==> src/rtl/cvt_sched_pkg.sv <==
// rtl/cvt_sched_pkg.sv - shared types and constants for the converter source scheduler
// Contents:
//   state_t            scheduler FSM states
//   WORD_BYTES         bytes per converter input word
//   WB_SHIFT           log2(WORD_BYTES)
//   GROUP_WORDS        input words per 48-bit output group
//   DEFAULT_HIGH_WATER default occupancy stall threshold
//   bytes_to_words()   ceil(bytes / WORD_BYTES) in 31 bits
package cvt_sched_pkg;

  typedef enum logic [2:0] {
    IDLE,
    ARB,
    LOAD,
    STREAM,
    DRAIN
  } state_t;

  localparam int WORD_BYTES         = 4;
  localparam int WB_SHIFT           = $clog2(WORD_BYTES);
  localparam int GROUP_WORDS        = 3;
  localparam int DEFAULT_HIGH_WATER = 240;

  // Widened by one bit so a size near 2^32 does not wrap before the shift.
  function automatic logic [30:0] bytes_to_words(input logic [31:0] bytes);
    logic [32:0] padded;
    padded = {1'b0, bytes} + 33'(WORD_BYTES - 1);
    return 31'(padded >> WB_SHIFT);
  endfunction

endpackage

==> src/rtl/cvt_rr_arbiter.sv <==
// rtl/cvt_rr_arbiter.sv - combinational round-robin pick over a pending vector
// Ports:
//   pending     in  NUM_SRC  request bits
//   rr_ptr      in  IDX_W    index with highest priority this round
//   grant_idx   out IDX_W    first pending index at or after rr_ptr, wrapping
//   grant_valid out 1        any pending bit set
module cvt_rr_arbiter #(
  parameter int NUM_SRC = 4,
  parameter int IDX_W   = $clog2(NUM_SRC)
) (
  input  logic [NUM_SRC-1:0] pending,
  input  logic [IDX_W-1:0]   rr_ptr,
  output logic [IDX_W-1:0]   grant_idx,
  output logic               grant_valid
);

  int               pos;
  logic [IDX_W-1:0] idx;

  // Scan offsets from farthest to nearest so the nearest pending index
  // after rr_ptr is the last (winning) assignment.
  always_comb begin
    grant_idx   = '0;
    grant_valid = 1'b0;
    pos         = 0;
    idx         = '0;
    for (int k = NUM_SRC - 1; k >= 0; k--) begin
      pos = int'(rr_ptr) + k;
      if (pos >= NUM_SRC) pos = pos - NUM_SRC;
      idx = IDX_W'(pos);
      if (pending[idx]) begin
        grant_valid = 1'b1;
        grant_idx   = idx;
      end
    end
  end

endmodule

==> src/rtl/cvt_src_scheduler.sv <==
// rtl/cvt_src_scheduler.sv - round-robin scheduler sharing one 32->48 converter among sources
// Optional feature macro: CVT_SCHED_STATS_EN (grant/stall statistics counters)
// Ports:
//   clk_wr          in  clock, rising edge
//   rst             in  asynchronous active-high reset
//   src_size_valid  in  per-source new transfer size pulse
//   src_size        in  per-source byte count, source i at [32i+31:32i]
//   src_empty       in  per-source queue empty
//   dst_occupancy   in  converter output-queue fill level
//   data_request    out one-hot per-word pop to the granted source
//   src_sel         out granted source index (data mux steer)
//   cvt_size_valid  out size pulse to converter
//   cvt_size        out byte count of granted transfer
//   cvt_flush       out pad/emit partial group pulse
//   busy            out a grant is active
//   xfer_done       out end-of-grant pulse
//   stat_grants     out per-source completed grants (16b each, saturating)
//   stat_stalls     out occupancy-stall cycles (wrapping)
module cvt_src_scheduler
  import cvt_sched_pkg::*;
#(
  parameter int NUM_SRC    = 4,
  parameter int OCC_W      = 10,
  parameter int HIGH_WATER = DEFAULT_HIGH_WATER
) (
  input  logic                         clk_wr,
  input  logic                         rst,
  input  logic [NUM_SRC-1:0]           src_size_valid,
  input  logic [NUM_SRC*32-1:0]        src_size,
  input  logic [NUM_SRC-1:0]           src_empty,
  input  logic [OCC_W-1:0]             dst_occupancy,
  output logic [NUM_SRC-1:0]           data_request,
  output logic [$clog2(NUM_SRC)-1:0]   src_sel,
  output logic                         cvt_size_valid,
  output logic [31:0]                  cvt_size,
  output logic                         cvt_flush,
  output logic                         busy,
  output logic                         xfer_done,
  output logic [NUM_SRC*16-1:0]        stat_grants,
  output logic [31:0]                  stat_stalls
);

  localparam int               IDX_W  = $clog2(NUM_SRC);
  localparam logic [OCC_W-1:0] HW_OCC = OCC_W'(HIGH_WATER);

  state_t             state, state_nxt;
  logic [NUM_SRC-1:0] pending;
  logic [31:0]        size_q [NUM_SRC];
  logic [IDX_W-1:0]   sel, rr_ptr, arb_idx;
  logic               arb_valid;
  logic [31:0]        gnt_size;
  logic [30:0]        words_left, words_after;
  logic [1:0]         grp_cnt;
  logic               req_q, occ_ok, pop_ok;

  cvt_rr_arbiter #(.NUM_SRC(NUM_SRC), .IDX_W(IDX_W)) u_arb (
    .pending     (pending),
    .rr_ptr      (rr_ptr),
    .grant_idx   (arb_idx),
    .grant_valid (arb_valid)
  );

  assign occ_ok      = dst_occupancy < HW_OCC;
  assign pop_ok      = occ_ok && !src_empty[sel];
  // Words still owed once this cycle's pop (if any) is accounted for.
  assign words_after = words_left - {30'd0, req_q};

  always_ff @(posedge clk_wr or posedge rst) begin
    if (rst) state <= IDLE;
    else     state <= state_nxt;
  end

  always_comb begin
    state_nxt      = state;
    cvt_size_valid = 1'b0;
    xfer_done      = 1'b0;
    cvt_flush      = 1'b0;
    case (state)
      IDLE:   if (|pending) state_nxt = ARB;
      ARB:    state_nxt = arb_valid ? LOAD : IDLE;
      LOAD: begin
        cvt_size_valid = 1'b1;
        if (words_left == '0) begin
          xfer_done = 1'b1;
          state_nxt = IDLE;
        end else begin
          state_nxt = STREAM;
        end
      end
      STREAM: if (req_q && words_left == 31'd1) state_nxt = DRAIN;
      DRAIN: begin
        cvt_flush = grp_cnt != 2'd0;
        xfer_done = 1'b1;
        state_nxt = IDLE;
      end
      default: state_nxt = IDLE;
    endcase
  end

  always_ff @(posedge clk_wr or posedge rst) begin
    if (rst) begin
      pending    <= '0;
      for (int i = 0; i < NUM_SRC; i++) size_q[i] <= '0;
      sel        <= '0;
      rr_ptr     <= '0;
      gnt_size   <= '0;
      words_left <= '0;
      grp_cnt    <= '0;
      req_q      <= 1'b0;
    end else begin
      // A new size pulse wins over the grant-time clear, so a re-request
      // arriving while granted is kept for a later round.
      for (int i = 0; i < NUM_SRC; i++) begin
        if (src_size_valid[i]) begin
          pending[i] <= 1'b1;
          size_q[i]  <= src_size[32*i +: 32];
        end else if (state == ARB && arb_valid && arb_idx == IDX_W'(i)) begin
          pending[i] <= 1'b0;
        end
      end
      if (state == ARB && arb_valid) begin
        sel        <= arb_idx;
        gnt_size   <= size_q[arb_idx];
        words_left <= bytes_to_words(size_q[arb_idx]);
        grp_cnt    <= '0;
      end
      if (state == STREAM && req_q) begin
        words_left <= words_left - 31'd1;
        grp_cnt    <= (grp_cnt == 2'(GROUP_WORDS - 1)) ? 2'd0 : grp_cnt + 2'd1;
      end
      if (xfer_done) rr_ptr <= (sel == IDX_W'(NUM_SRC - 1)) ? '0 : sel + IDX_W'(1);
      // Pop decision for next cycle is registered from this cycle's inputs.
      req_q <= (state_nxt == STREAM) && (words_after != '0) && pop_ok;
    end
  end

  always_comb begin
    data_request = '0;
    if (req_q) data_request[sel] = 1'b1;
  end

  assign src_sel  = sel;
  assign cvt_size = gnt_size;
  assign busy     = state != IDLE;

`ifdef CVT_SCHED_STATS_EN
  logic [15:0] grants_q [NUM_SRC];
  logic [31:0] stalls_q;

  always_ff @(posedge clk_wr or posedge rst) begin
    if (rst) begin
      for (int i = 0; i < NUM_SRC; i++) grants_q[i] <= '0;
      stalls_q <= '0;
    end else begin
      if (xfer_done && grants_q[sel] != 16'hFFFF) grants_q[sel] <= grants_q[sel] + 16'd1;
      if (state == STREAM && !occ_ok && !src_empty[sel]) stalls_q <= stalls_q + 32'd1;
    end
  end

  for (genvar g = 0; g < NUM_SRC; g++) begin : g_stat
    assign stat_grants[16*g +: 16] = grants_q[g];
  end
  assign stat_stalls = stalls_q;
`else
  assign stat_grants = '0;
  assign stat_stalls = '0;
`endif

endmodule
==> config.mk <==
export PLATFORM = sky130hd
export DESIGN_NAME = cvt_src_scheduler
export DESIGN_NICKNAME = d
export VERILOG_FILES = /design/src/rtl/cvt_sched_pkg.sv /design/src/rtl/cvt_rr_arbiter.sv /design/src/rtl/cvt_src_scheduler.sv
export SDC_FILE = /design/constraint.sdc
export NUM_CORES = 1
export LEC_CHECK = 0
export ABC_CLOCK_PERIOD_IN_PS = 16100
export BUFFER_PORTS_ARGS = -buffer_cell sky130_fd_sc_hd__buf_2
export CAP_MARGIN = 20
export CORE_MARGIN = 2
export CORE_UTILIZATION = 45
export DETAILED_ROUTE_END_ITERATION = 8
export GPL_TIMING_DRIVEN = 0
export PLACE_DENSITY = 0.78
export SLEW_MARGIN = 20
export SYNTH_ARGS = -nofsm -noshare
export SYNTH_HDL_FRONTEND = slang
export SYNTH_SLANG_ARGS = --single-unit
==> constraint.sdc <==
create_clock -name clk_wr -period 16.1 [get_ports clk_wr]
set_input_delay 0 -clock clk_wr [delete_from_list [all_inputs] [get_ports clk_wr]]
set_output_delay 0 -clock clk_wr [all_outputs]
set_load 0.01 [all_outputs]
==> impl_metrics.env, run 1 <==
export IMPL_status="completed"
export IMPL_avgSynthCellArea_sq_um=10.5
export IMPL_drc=0
export IMPL_cts_tree="yes"
export IMPL_ant_nets=0
export IMPL_ys_ff_latch=205
export IMPL_synthArstFlopShare_pct=100
export IMPL_finClkSkew_ns=0.0123
export IMPL_layout_drive_gt1_share_pct=32.4
export IMPL_syn_inst=1062
export IMPL_dr_total_vias=9965
export IMPL_synth_edf_count=0
export IMPL_grt_overflow_total=0
export IMPL_wire_per_inst_um=20.2
export IMPL_min_period_ns=4.43
export IMPL_rr_startpoint="pending[3]"
export IMPL_setup_viol_count_final=0
export IMPL_ys_seq_area_share_pct=46.2
export IMPL_most_common_layout_cells="205 x dfrtp_1, 192 x buf_2, 136 x mux2_2, 136 x dlygate4sd3_1, 98 x buf_4"
export IMPL_clk_latency_ns=0.51
export IMPL_grt_pass1_wl_mm=57.6
export IMPL_rr_worst_depth=11
export IMPL_critPathMaxFanout=10
export IMPL_die_x_um=161
export IMPL_drv_slew=0
export IMPL_root_buffer="clkbuf_16"
export IMPL_track_usage_pct=28.2
export IMPL_fin_ws_ns=11.67
export IMPL_p_leak_nw=6.68
export IMPL_place_ws_ns=11.85
export IMPL_dp_hpwl_mm=23.8
export IMPL_grt_antenna_before_repair=2
export IMPL_rsz0062_at_grt="no"
export IMPL_grt_max_degree=77
export IMPL_numClockSinks=205
export IMPL_max_stage_delay_ns=0.67
export IMPL_r2r_end="words_left[27]"
export IMPL_rrSetupSlack_ns=11.67
export IMPL_fillers=1868
export IMPL_drv_cap=0
export IMPL_ys_types=62
export IMPL_max_slew_margin_rel_pct=41.1
export IMPL_worstHoldPathCells=4
export IMPL_ys_warn_count=0
export IMPL_tightest_slew_ns=0.884
export IMPL_final_hold_violation_count=0
export IMPL_design_area_sq_um=14900
export IMPL_vias_per_cell=5.41
export IMPL_clockBufferDepth=3
export IMPL_min_to="req_q"
export IMPL_hold_start="src_empty[3]"
export IMPL_first_pass_iters=5
export IMPL_dieArea_sq_um=26000
export IMPL_clk_pin_slew_ns=0.06
export IMPL_place_area_sq_um=12800
export IMPL_max_vdd_ir_drop_uv=86.5
export IMPL_start_util_pct=45.8
export IMPL_max_freq_mhz=226
export IMPL_cts_setup_buffers=0
export IMPL_die_h_um=161
export IMPL_place_gp_congestion=0.900
export IMPL_cp_data_arrival_time_ns=4.81
export IMPL_synth_main_ff_cell="dfrtp_1"
export IMPL_layout_nets=1656
export IMPL_synth_cell_area_sq_um=11100
export IMPL_portBuffers=181
export IMPL_setup_worst_path_end_class="register"
export IMPL_crit_slowest_cell="nor3_2"
export IMPL_rows=57
export IMPL_grt_pass1_vias=10200
export IMPL_finalPower_mw=1.33
export IMPL_area_growth_pct=34.1
export IMPL_critPathLaunchType="register"
export IMPL_core_area_sq_um=24200
export IMPL_cp_data_required_time_ns=16.49
export IMPL_final_common_cell="dfrtp_1"
export IMPL_path_cells="nand2b_1 -> a211oi_2 -> nor2_2 -> buf_4 -> clkbuf_1 -> a22o_1 -> nor3_2 -> nand2_1 -> nor4_2 -> xor2_1 -> a221o_1"
export IMPL_setup_tns_ns=0
export IMPL_power_density_nw_per_um2=89.5
export IMPL_wl_mm=37.2
export IMPL_crit_type="register to register"
export IMPL_htree_num_levels=1
export IMPL_fin_crit_sh_pct=27.5
export IMPL_cts_buffers_inserted=22
export IMPL_drt_iter0_drc=983
export IMPL_hp_class="input port to register"
export IMPL_ios=286
[power breakdown]
part           internal [mW]  total, mW  switching [mW]  leakage [nW]
combinational          0.121      0.240           0.120          3.96
sequential             0.562      0.596          0.0348          2.37
clock                  0.281      0.497           0.216         0.346
[critical path, delay by kind of cell, from the launching register on]
kind            cells  cell delay (ns)
simple gates        5             1.94
compound gates      3             1.28
xor+xnor            1             0.13
flops               1             0.42
buf+inv             2             0.52
[cells in the mapped netlist, types with 8 or more instances]
cell,count,area (sq um)
nand4_1,12,75.1
o21ai_0,48,240
mux2_2,136,1530
nor2_1,53,199
ha_1,8,100
nand3_1,17,85.1
xnor2_1,16,140
nor4_1,9,56.3
inv_1,12,45.0
buf_2,11,55.1
nand2_1,95,357
mux2i_1,35,350
dfrtp_1,205,5130
xor2_1,15,131
buf_4,98,736
clkbuf_1,39,146
a22o_1,19,166
nand2b_1,28,175
a21oi_1,63,315
nor3_1,28,140
[repair_timing]
item	CTS	global route
gates resized for setup	0	0
endpoints found under the hold margin	200	0
hold buffers	136	0
[metrics by stage]
step,util [%],hold WS (ns),instances
after floorplan,-,0.121,1157
after global placement,52.7,0.209,1662
after global routing,61.4,0.0256,1842
final,61.4,0.0285,1842
after CTS,61.4,0.0106,1840
after detailed placement,52.9,0.111,1664
[cell families (layout without fill, tap and decap cells)]
logic type	Yosys count	in the layout	synth area share, %
flops	205	205	46.2
fa+ha+maj	8	8	0.901
xor+xnor	31	31	2.44
compound gates	185	185	10.6
other cells	1	98	0.0338
simple gates	293	293	13.6
mux	172	172	17.1
buf+inv	167	526	9.15
[per-layer routing]
metal,global-route usage (%),wire (um)
met2,48.7,18300
met1,33.9,14000
met5,0,0
met4,14.1,1880
met3,5.29,3070
[layout make-up]
type                            count  area [sq um]  share of cell area [%]
Antenna cell                        2          5.00                  0.0336
Inverter                           12          52.6                   0.353
Clock buffer                       32           649                    4.36
Sequential cell                   205          5130                    34.4
Clock inverter                      8          46.3                   0.311
Timing Repair Buffer              319          2320                    15.6
Multi-Input combinational cell    785          5320                    35.7
Buffer                            155           971                    6.52
Tap cell                          324           405                    2.72
[flip-flops by register name, summed over array words and instances (netlist names)]
signal      flops
size_q        128
cvt_size       32
words_left     31
pending         4
state           3
grp_cnt         2
rr_ptr          2
src_sel         2
req_q           1
[how the worst max path moves through the flow]
stage | start | endpoint | slack [ns] | depth (start not counted)
finish | pending[3] | words_left[27] | 11.67 | 11
floorplan | rst | cvt_size[0] | 10.50 | 1
CTS | rr_ptr[1] | words_left[27] | 11.81 | 10
detailed placement | pending[3] | words_left[27] | 11.85 | 11
global route | rr_ptr[1] | words_left[27] | 11.46 | 10
global placement | rst | size_q[23] | 8.10 | 2
No activity file was read; power rests on OpenSTA's default activity.
==> inputs of run 2 (changes only) <==
--- a/config.mk
+++ b/config.mk
@@ -5,14 +5,14 @@
 export SDC_FILE = /design/constraint.sdc
 export NUM_CORES = 1
 export LEC_CHECK = 0
-export ABC_CLOCK_PERIOD_IN_PS = 16100
+export ABC_CLOCK_PERIOD_IN_PS = 3800
 export BUFFER_PORTS_ARGS = -buffer_cell sky130_fd_sc_hd__buf_2
 export CAP_MARGIN = 20
 export CORE_MARGIN = 2
 export CORE_UTILIZATION = 45
 export DETAILED_ROUTE_END_ITERATION = 8
 export GPL_TIMING_DRIVEN = 0
-export PLACE_DENSITY = 0.78
+export PLACE_DENSITY = 0.8
 export SLEW_MARGIN = 20
 export SYNTH_ARGS = -nofsm -noshare
 export SYNTH_HDL_FRONTEND = slang
==> constraint.sdc (replaced) <==
create_clock -name clk_wr -period 3.8 [get_ports clk_wr]
set_input_delay 0 -clock clk_wr [delete_from_list [all_inputs] [get_ports clk_wr]]
set_output_delay 0 -clock clk_wr [all_outputs]
set_load 0.01 [all_outputs]
==> impl_metrics.env, run 2 (synthesized netlist as in run 1, its figures left out) <==
export IMPL_drv_slew=0
export IMPL_setup_viol_count_final=2
export IMPL_place_gp_congestion=0.916
export IMPL_pwr_share_comb_pct=18.4
export IMPL_max_slew_margin_rel_pct=39.8
export IMPL_finalPower_mw=5.81
export IMPL_first_pass_iters=8
export IMPL_p_switching_mw=1.56
export IMPL_clockBufferDepth=3
export IMPL_drc=0
export IMPL_globalRouteMet2Util_pct=50.6
export IMPL_power_internal_mw=4.25
export IMPL_netSwitchingFraction_pct=26.9
export IMPL_fillers=1768
export IMPL_instances_no_fill=1853
export IMPL_cp_data_required_time_ns=4.23
export IMPL_ios=286
export IMPL_fin_crit_sh_pct=100
export IMPL_final_common_cell="dfrtp_1"
export IMPL_place_ws_ns=-0.462
export IMPL_clk_latency_ns=0.51
export IMPL_core_area_sq_um=24200
export IMPL_start_util_pct=45.8
export IMPL_drt_iter0_drc=928
export IMPL_finClkSkew_ns=0.0137
export IMPL_hp_class="input port to register"
export IMPL_max_freq_mhz=262
export IMPL_track_usage_pct=28.5
export IMPL_rsz0062_at_grt="yes"
export IMPL_ant_nets=0
export IMPL_cts_tree="yes"
export IMPL_area_growth_pct=37.4
export IMPL_largest_reg_flops=128
export IMPL_portBuffers=181
export IMPL_dr_total_vias=10200
export IMPL_wire_per_inst_um=20.7
export IMPL_tightest_slew_ns=0.903
export IMPL_wl_mm=38.3
export IMPL_layout_nets=1670
export IMPL_violations="setup timing"
export IMPL_rows=57
export IMPL_most_common_layout_cells="204 x dfrtp_1, 187 x buf_2, 139 x dlygate4sd3_1, 136 x mux2_2, 108 x buf_4"
export IMPL_final_hold_violation_count=0
export IMPL_dieArea_sq_um=26000
export IMPL_clkPwrFrac_pct=38.2
export IMPL_gr_usage_met3_pct=5.11
export IMPL_critPathLaunchType="register"
export IMPL_fin_ws_ns=-0.0123
export IMPL_cp_data_arrival_time_ns=4.24
export IMPL_pwr_share_seq_pct=43.5
export IMPL_grtUsageMet1_pct=32.4
export IMPL_crit_type="register to register"
export IMPL_critPathMaxFanout=10
export IMPL_p_leak_nw=6.83
export IMPL_grt_antenna_before_repair=4
export IMPL_max_vdd_ir_drop_uv=416
export IMPL_min_period_ns=3.81
export IMPL_drv_cap=0
export IMPL_top_register="size_q"
export IMPL_grt_pass1_vias=10400
export IMPL_setup_tns_ns=-0.0221
export IMPL_dp_cells=1669
export IMPL_layout_drive_gt1_share_pct=34.0
export IMPL_power_density_nw_per_um2=381
export IMPL_htree_num_levels=1
export IMPL_die_h_um=161
export IMPL_setup_worst_path_end_class="register"
export IMPL_grt_overflow_total=0
export IMPL_die_x_um=161
export IMPL_numClockSinks=205
export IMPL_final_core_util_pct=62.9
export IMPL_cts_buffers_inserted=21
export IMPL_dp_hpwl_mm=24.1
export IMPL_status="complete, but fails checks"
export IMPL_vias_per_cell=5.48
export IMPL_busiest_layer="met2"
export IMPL_grt_pass1_wl_mm=57.9
export IMPL_root_buffer="clkbuf_16"
export IMPL_clk_pin_slew_ns=0.06
export IMPL_grt_max_degree=35
[run 2: power groups by stage]
stage	logic [mW]	clock network, mW	registers [mW]
floorplan	0.598	0	2.52
CTS	1.01	2.20	2.51
finish	1.07	2.22	2.53
detailed placement	0.870	0	2.55
global placement	0.832	0	2.54
global route	1.14	2.30	2.54
[run 2: routing by layer]
metal,vias to the layer above,share of wire (%)
met5,-,0
met3,156,9.1
met1,4840,35
met4,0,5.6
li1,4472,-
met2,687,50
[run 2: worst max-delay path, cell delays in order, from the launching register on]
cell,delay [ns]
dfrtp_2,0.46
mux2i_1,0.17
a221oi_4,0.56
clkbuf_4,0.37
buf_2,0.34
a21oi_1,0.16
a22o_1,0.33
nor2_1,0.19
nand4_1,0.24
or4_1,0.64
o21ai_0,0.12
o21a_1,0.14
[run 2: metrics by stage]
stage,hold slack (ns),area (sq um)
2_1_floorplan,0.121,11500
3_3_place_gp,0.212,12800
3_5_place_dp,0.0429,12900
4_1_cts,0.00668,15100
5_1_grt,0.0295,15300
6_report,0.0199,15300
[run 2: cell type report]
| type | count | area [sq um] | area share (%) |
|---|---|---|---|
| Buffer | 155 | 995 | 6.52 |
| Inverter | 12 | 48.8 | 0.320 |
| Multi-Input combinational cell | 785 | 5450 | 35.7 |
| Timing Repair Buffer | 334 | 2500 | 16.4 |
| Sequential cell | 205 | 5130 | 33.6 |
| Tap cell | 324 | 405 | 2.66 |
| Clock buffer | 27 | 578 | 3.79 |
| Antenna cell | 4 | 10.0 | 0.0656 |
| Clock inverter | 7 | 139 | 0.910 |
[run 2: final timing paths]
kind                       slack, ns          from             end  cells past startpoint
min reg2reg                     0.47  cvt_size[30]    cvt_size[30]                      2
min in group asynchronous       0.06           rst     cvt_size[5]                      3
min                             0.02  src_empty[3]           req_q                      4
max                            -0.01     rr_ptr[1]  words_left[30]                     11
max in group asynchronous       2.76           rst     size_q[119]                      6
max reg2reg                    -0.01     rr_ptr[1]  words_left[30]                     11
[run 2: repair_timing]
item,in CTS,in global routing
buffers inserted,4,3
hold buffers,139,0
setup endpoints to repair,15,14
endpoints found under the hold margin,189,0
pin swaps,2,3
resized for setup,18,19
==> inputs of run 3 (changes only) <==
--- a/config.mk
+++ b/config.mk
@@ -5,7 +5,7 @@
 export SDC_FILE = /design/constraint.sdc
 export NUM_CORES = 1
 export LEC_CHECK = 0
-export ABC_CLOCK_PERIOD_IN_PS = 3800
+export ABC_CLOCK_PERIOD_IN_PS = 3150
 export BUFFER_PORTS_ARGS = -buffer_cell sky130_fd_sc_hd__buf_2
 export CAP_MARGIN = 20
 export CORE_MARGIN = 2
@@ -16,4 +16,5 @@
 export SLEW_MARGIN = 20
 export SYNTH_ARGS = -nofsm -noshare
 export SYNTH_HDL_FRONTEND = slang
+export SYNTH_HIERARCHICAL = 1
 export SYNTH_SLANG_ARGS = --single-unit
==> constraint.sdc (replaced) <==
create_clock -name clk_wr -period 3.15 [get_ports clk_wr]
set_input_delay 0 -clock clk_wr [delete_from_list [all_inputs] [get_ports clk_wr]]
set_output_delay 0 -clock clk_wr [all_outputs]
set_load 0.01 [all_outputs]
==> impl_metrics.env, run 3 <==
export IMPL_highest_layer="met4"
export IMPL_die_h_um=160
export IMPL_netSwitchingFraction_pct=27.0
export IMPL_ios=286
export IMPL_start_util_pct=45.4
export IMPL_wl_mm=35.5
export IMPL_clkPwrFrac_pct=38.4
export IMPL_synthTopCellsByArea="dfrtp_1 47%, mux2_2 14%, buf_4 6.7%"
export IMPL_htree_num_levels=1
export IMPL_grt_max_degree=32
export IMPL_pwr_share_seq_pct=42.7
export IMPL_yosys_cell_count_top_type="dfrtp_1"
export IMPL_hold_start="src_size_valid[0]"
export IMPL_drv_cap=0
export IMPL_ys_ff_latch=205
export IMPL_most_common_layout_cells="203 x dfrtp_1, 183 x buf_2, 136 x nand2_1, 134 x dlygate4sd3_1, 132 x mux2_2"
export IMPL_cp_data_arrival_time_ns=3.56
export IMPL_setup_tns_ns=-0.0298
export IMPL_max_stage_delay_ns=0.48
export IMPL_max_freq_mhz=315
export IMPL_syn_inst=964
export IMPL_root_buffer="clkbuf_16"
export IMPL_violations="setup timing"
export IMPL_p_leak_nw=6.86
export IMPL_first_pass_iters=6
export IMPL_rsz0062_at_grt="yes"
export IMPL_hp_class="input port to register"
export IMPL_critPathMaxFanout=10
export IMPL_largest_reg_flops=128
export IMPL_max_slew_margin_rel_pct=41.9
export IMPL_area_growth_pct=37.9
export IMPL_synth_cell_area_sq_um=10900
export IMPL_layout_drive_gt1_share_pct=36.4
export IMPL_min_period_ns=3.17
export IMPL_netlist_area_leader_share_pct=46.9
export IMPL_clk_latency_ns=0.51
export IMPL_rr_startpoint="rr_ptr[1]"
export IMPL_fin_crit_sh_pct=101
export IMPL_ys_seq_area_share_pct=46.9
export IMPL_final_common_cell="dfrtp_1"
export IMPL_instances_no_fill=1768
export IMPL_cp_data_required_time_ns=3.54
export IMPL_portBuffers=181
export IMPL_grt_pass1_wl_mm=54.0
export IMPL_wire_per_inst_um=20.1
export IMPL_critPathLaunch="rr_ptr[1]"
export IMPL_avgSynthCellArea_sq_um=11.3
export IMPL_die_x_um=160
export IMPL_rrSetupSlack_ns=-0.02
export IMPL_drt_met1_wl_mm=13.2
export IMPL_max_vdd_ir_drop_uv=456
export IMPL_vias_per_cell=5.34
export IMPL_power_internal_mw=5.30
export IMPL_power_density_nw_per_um2=481
export IMPL_crit_family="buffers and inverters"
export IMPL_place_ws_ns=-0.415
export IMPL_synthArstFlopShare_pct=100
export IMPL_drt_iter0_drc=895
export IMPL_numClockSinks=205
export IMPL_synth_common_cells="205 x dfrtp_1, 136 x nand2_1, 132 x mux2_2"
export IMPL_cp_num_buf_inv=5
export IMPL_clockBufferDepth=3
export IMPL_core_area_sq_um=24100
export IMPL_crit_type="register to register"
export IMPL_path_cells="nor3b_1 -> a211oi_1 -> nor2_1 -> buf_6 -> buf_6 -> buf_12 -> mux4_2 -> nand4_1 -> buf_4 -> nor4_4 -> buf_6 -> nand3_1 -> xnor2_1 -> a211o_1"
export IMPL_ys_types=67
export IMPL_synth_main_ff_cell="dfrtp_1"
export IMPL_fin_ws_ns=-0.0246
export IMPL_tightest_slew_ns=0.864
export IMPL_pwr_share_comb_pct=19.0
export IMPL_setup_viol_count_final=2
export IMPL_place_gp_congestion=0.945
export IMPL_p_switching_mw=1.96
export IMPL_ys_warn_count=6
export IMPL_track_usage_pct=26.9
export IMPL_finClkSkew_ns=0.00879
export IMPL_ant_nets=0
export IMPL_layout_nets=1579
export IMPL_crit_slowest_cell="dfrtp_2"
export IMPL_dp_hpwl_mm=22.6
export IMPL_dr_total_vias=9444
export IMPL_grt_overflow_total=0
export IMPL_dr_wl_met3_mm=2.97
export IMPL_dp_cells=1571
export IMPL_final_hold_violation_count=0
export IMPL_finalPower_mw=7.26
export IMPL_top_register="size_q"
export IMPL_status="complete, but fails checks"
export IMPL_critPathLaunchType="register"
export IMPL_yosysTopAreaCell="dfrtp_1"
export IMPL_cp_common_cell="buf_6"
export IMPL_cts_buffers_inserted=22
export IMPL_final_core_util_pct=62.6
export IMPL_clk_pin_slew_ns=0.06
export IMPL_synth_edf_count=0
export IMPL_cts_tree="yes"
export IMPL_grt_antenna_before_repair=3
export IMPL_grt_pass1_vias=9553
export IMPL_dieArea_sq_um=25600
export IMPL_wl_met2_mm=17.6
export IMPL_drc=0
export IMPL_drv_slew=0
export IMPL_rows=57
export IMPL_setup_worst_path_end_class="register"
==> run 3: changes by cell type after synthesis, moves of 7 or more <==
cell	delta
o21ai_0	-28
buf_2	-7
nand2b_1	-21
mux2i_1	-24
nand2_1	+41
nor3_1	-7
nor2_1	-14
a21oi_1	-41
a22o_1	-18
or2_2	-7
xor2_1	+10
mux4_2	+31
==> run 3: final cells by class <==
cell class | count | area [sq um]
fill | 1776 | 9020
multi-input combinational | 699 | 5180
sequential | 205 | 5130
timing repair buffer | 342 | 2560
buffer | 147 | 993
clock buffer | 34 | 637
tap | 324 | 405
clock inverter | 5 | 125
inverter | 7 | 30.0
antenna | 5 | 12.5
==> run 3: logic make-up (layout without fill, tap and decap cells) <==
logic type | Yosys count | count (layout) | synth area share [%]
buf+inv | 155 | 535 | 9.20
mux | 176 | 176 | 21.4
xor+xnor | 42 | 42 | 3.36
flops | 205 | 205 | 46.9
compound gates | 77 | 77 | 4.57
other cells | 1 | 101 | 0.0343
simple gates | 301 | 301 | 13.7
fa+ha+maj | 7 | 7 | 0.801
==> run 3: power groups by stage <==
stage	Combinational [mW]	Sequential [mW]	Clock, mW
floorplan	0.805	3.07	0
global placement	1.12	3.10	0
detailed placement	1.16	3.11	0
CTS	1.31	3.07	2.78
global route	1.48	3.12	2.90
finish	1.38	3.10	2.78
==> run 3: final timing paths <==
| path | end | depth (start not counted) |
|---|---|---|
| worst max-delay path | words_left[21] | 14 |
| worst min-delay path | size_q[126] | 2 |
| worst max register to register | words_left[21] | 14 |
| worst min register to register | cvt_size[21] | 2 |
| max in group asynchronous | size_q[111] | 6 |
| min in group asynchronous | src_sel[0] | 3 |
==> run 3: metal layers <==
metal | global-route usage (%) | vias to the layer above
met5 | 0 | -
met4 | 11.8 | 0
met3 | 4.83 | 133
met2 | 46.6 | 599
met1 | 33.0 | 4570
li1 | - | 4142
==> run 3: repair_timing <==
item,CTS,global route
pin swaps,3,2
hold buffers,134,0
gates resized for setup,5,11
hold endpoints to repair,203,0
setup endpoints to repair,19,25
gates cloned,0,0
buffers inserted,7,13
==> run 3: metrics by stage <==
stage	cell area [sq um]	hold WS [ns]
floorplan	11300	0.152
CTS	14900	0.000801
finish	15100	0.000787
global placement	12600	0.231
detailed placement	12800	0.0633
global route	15100	0.0106
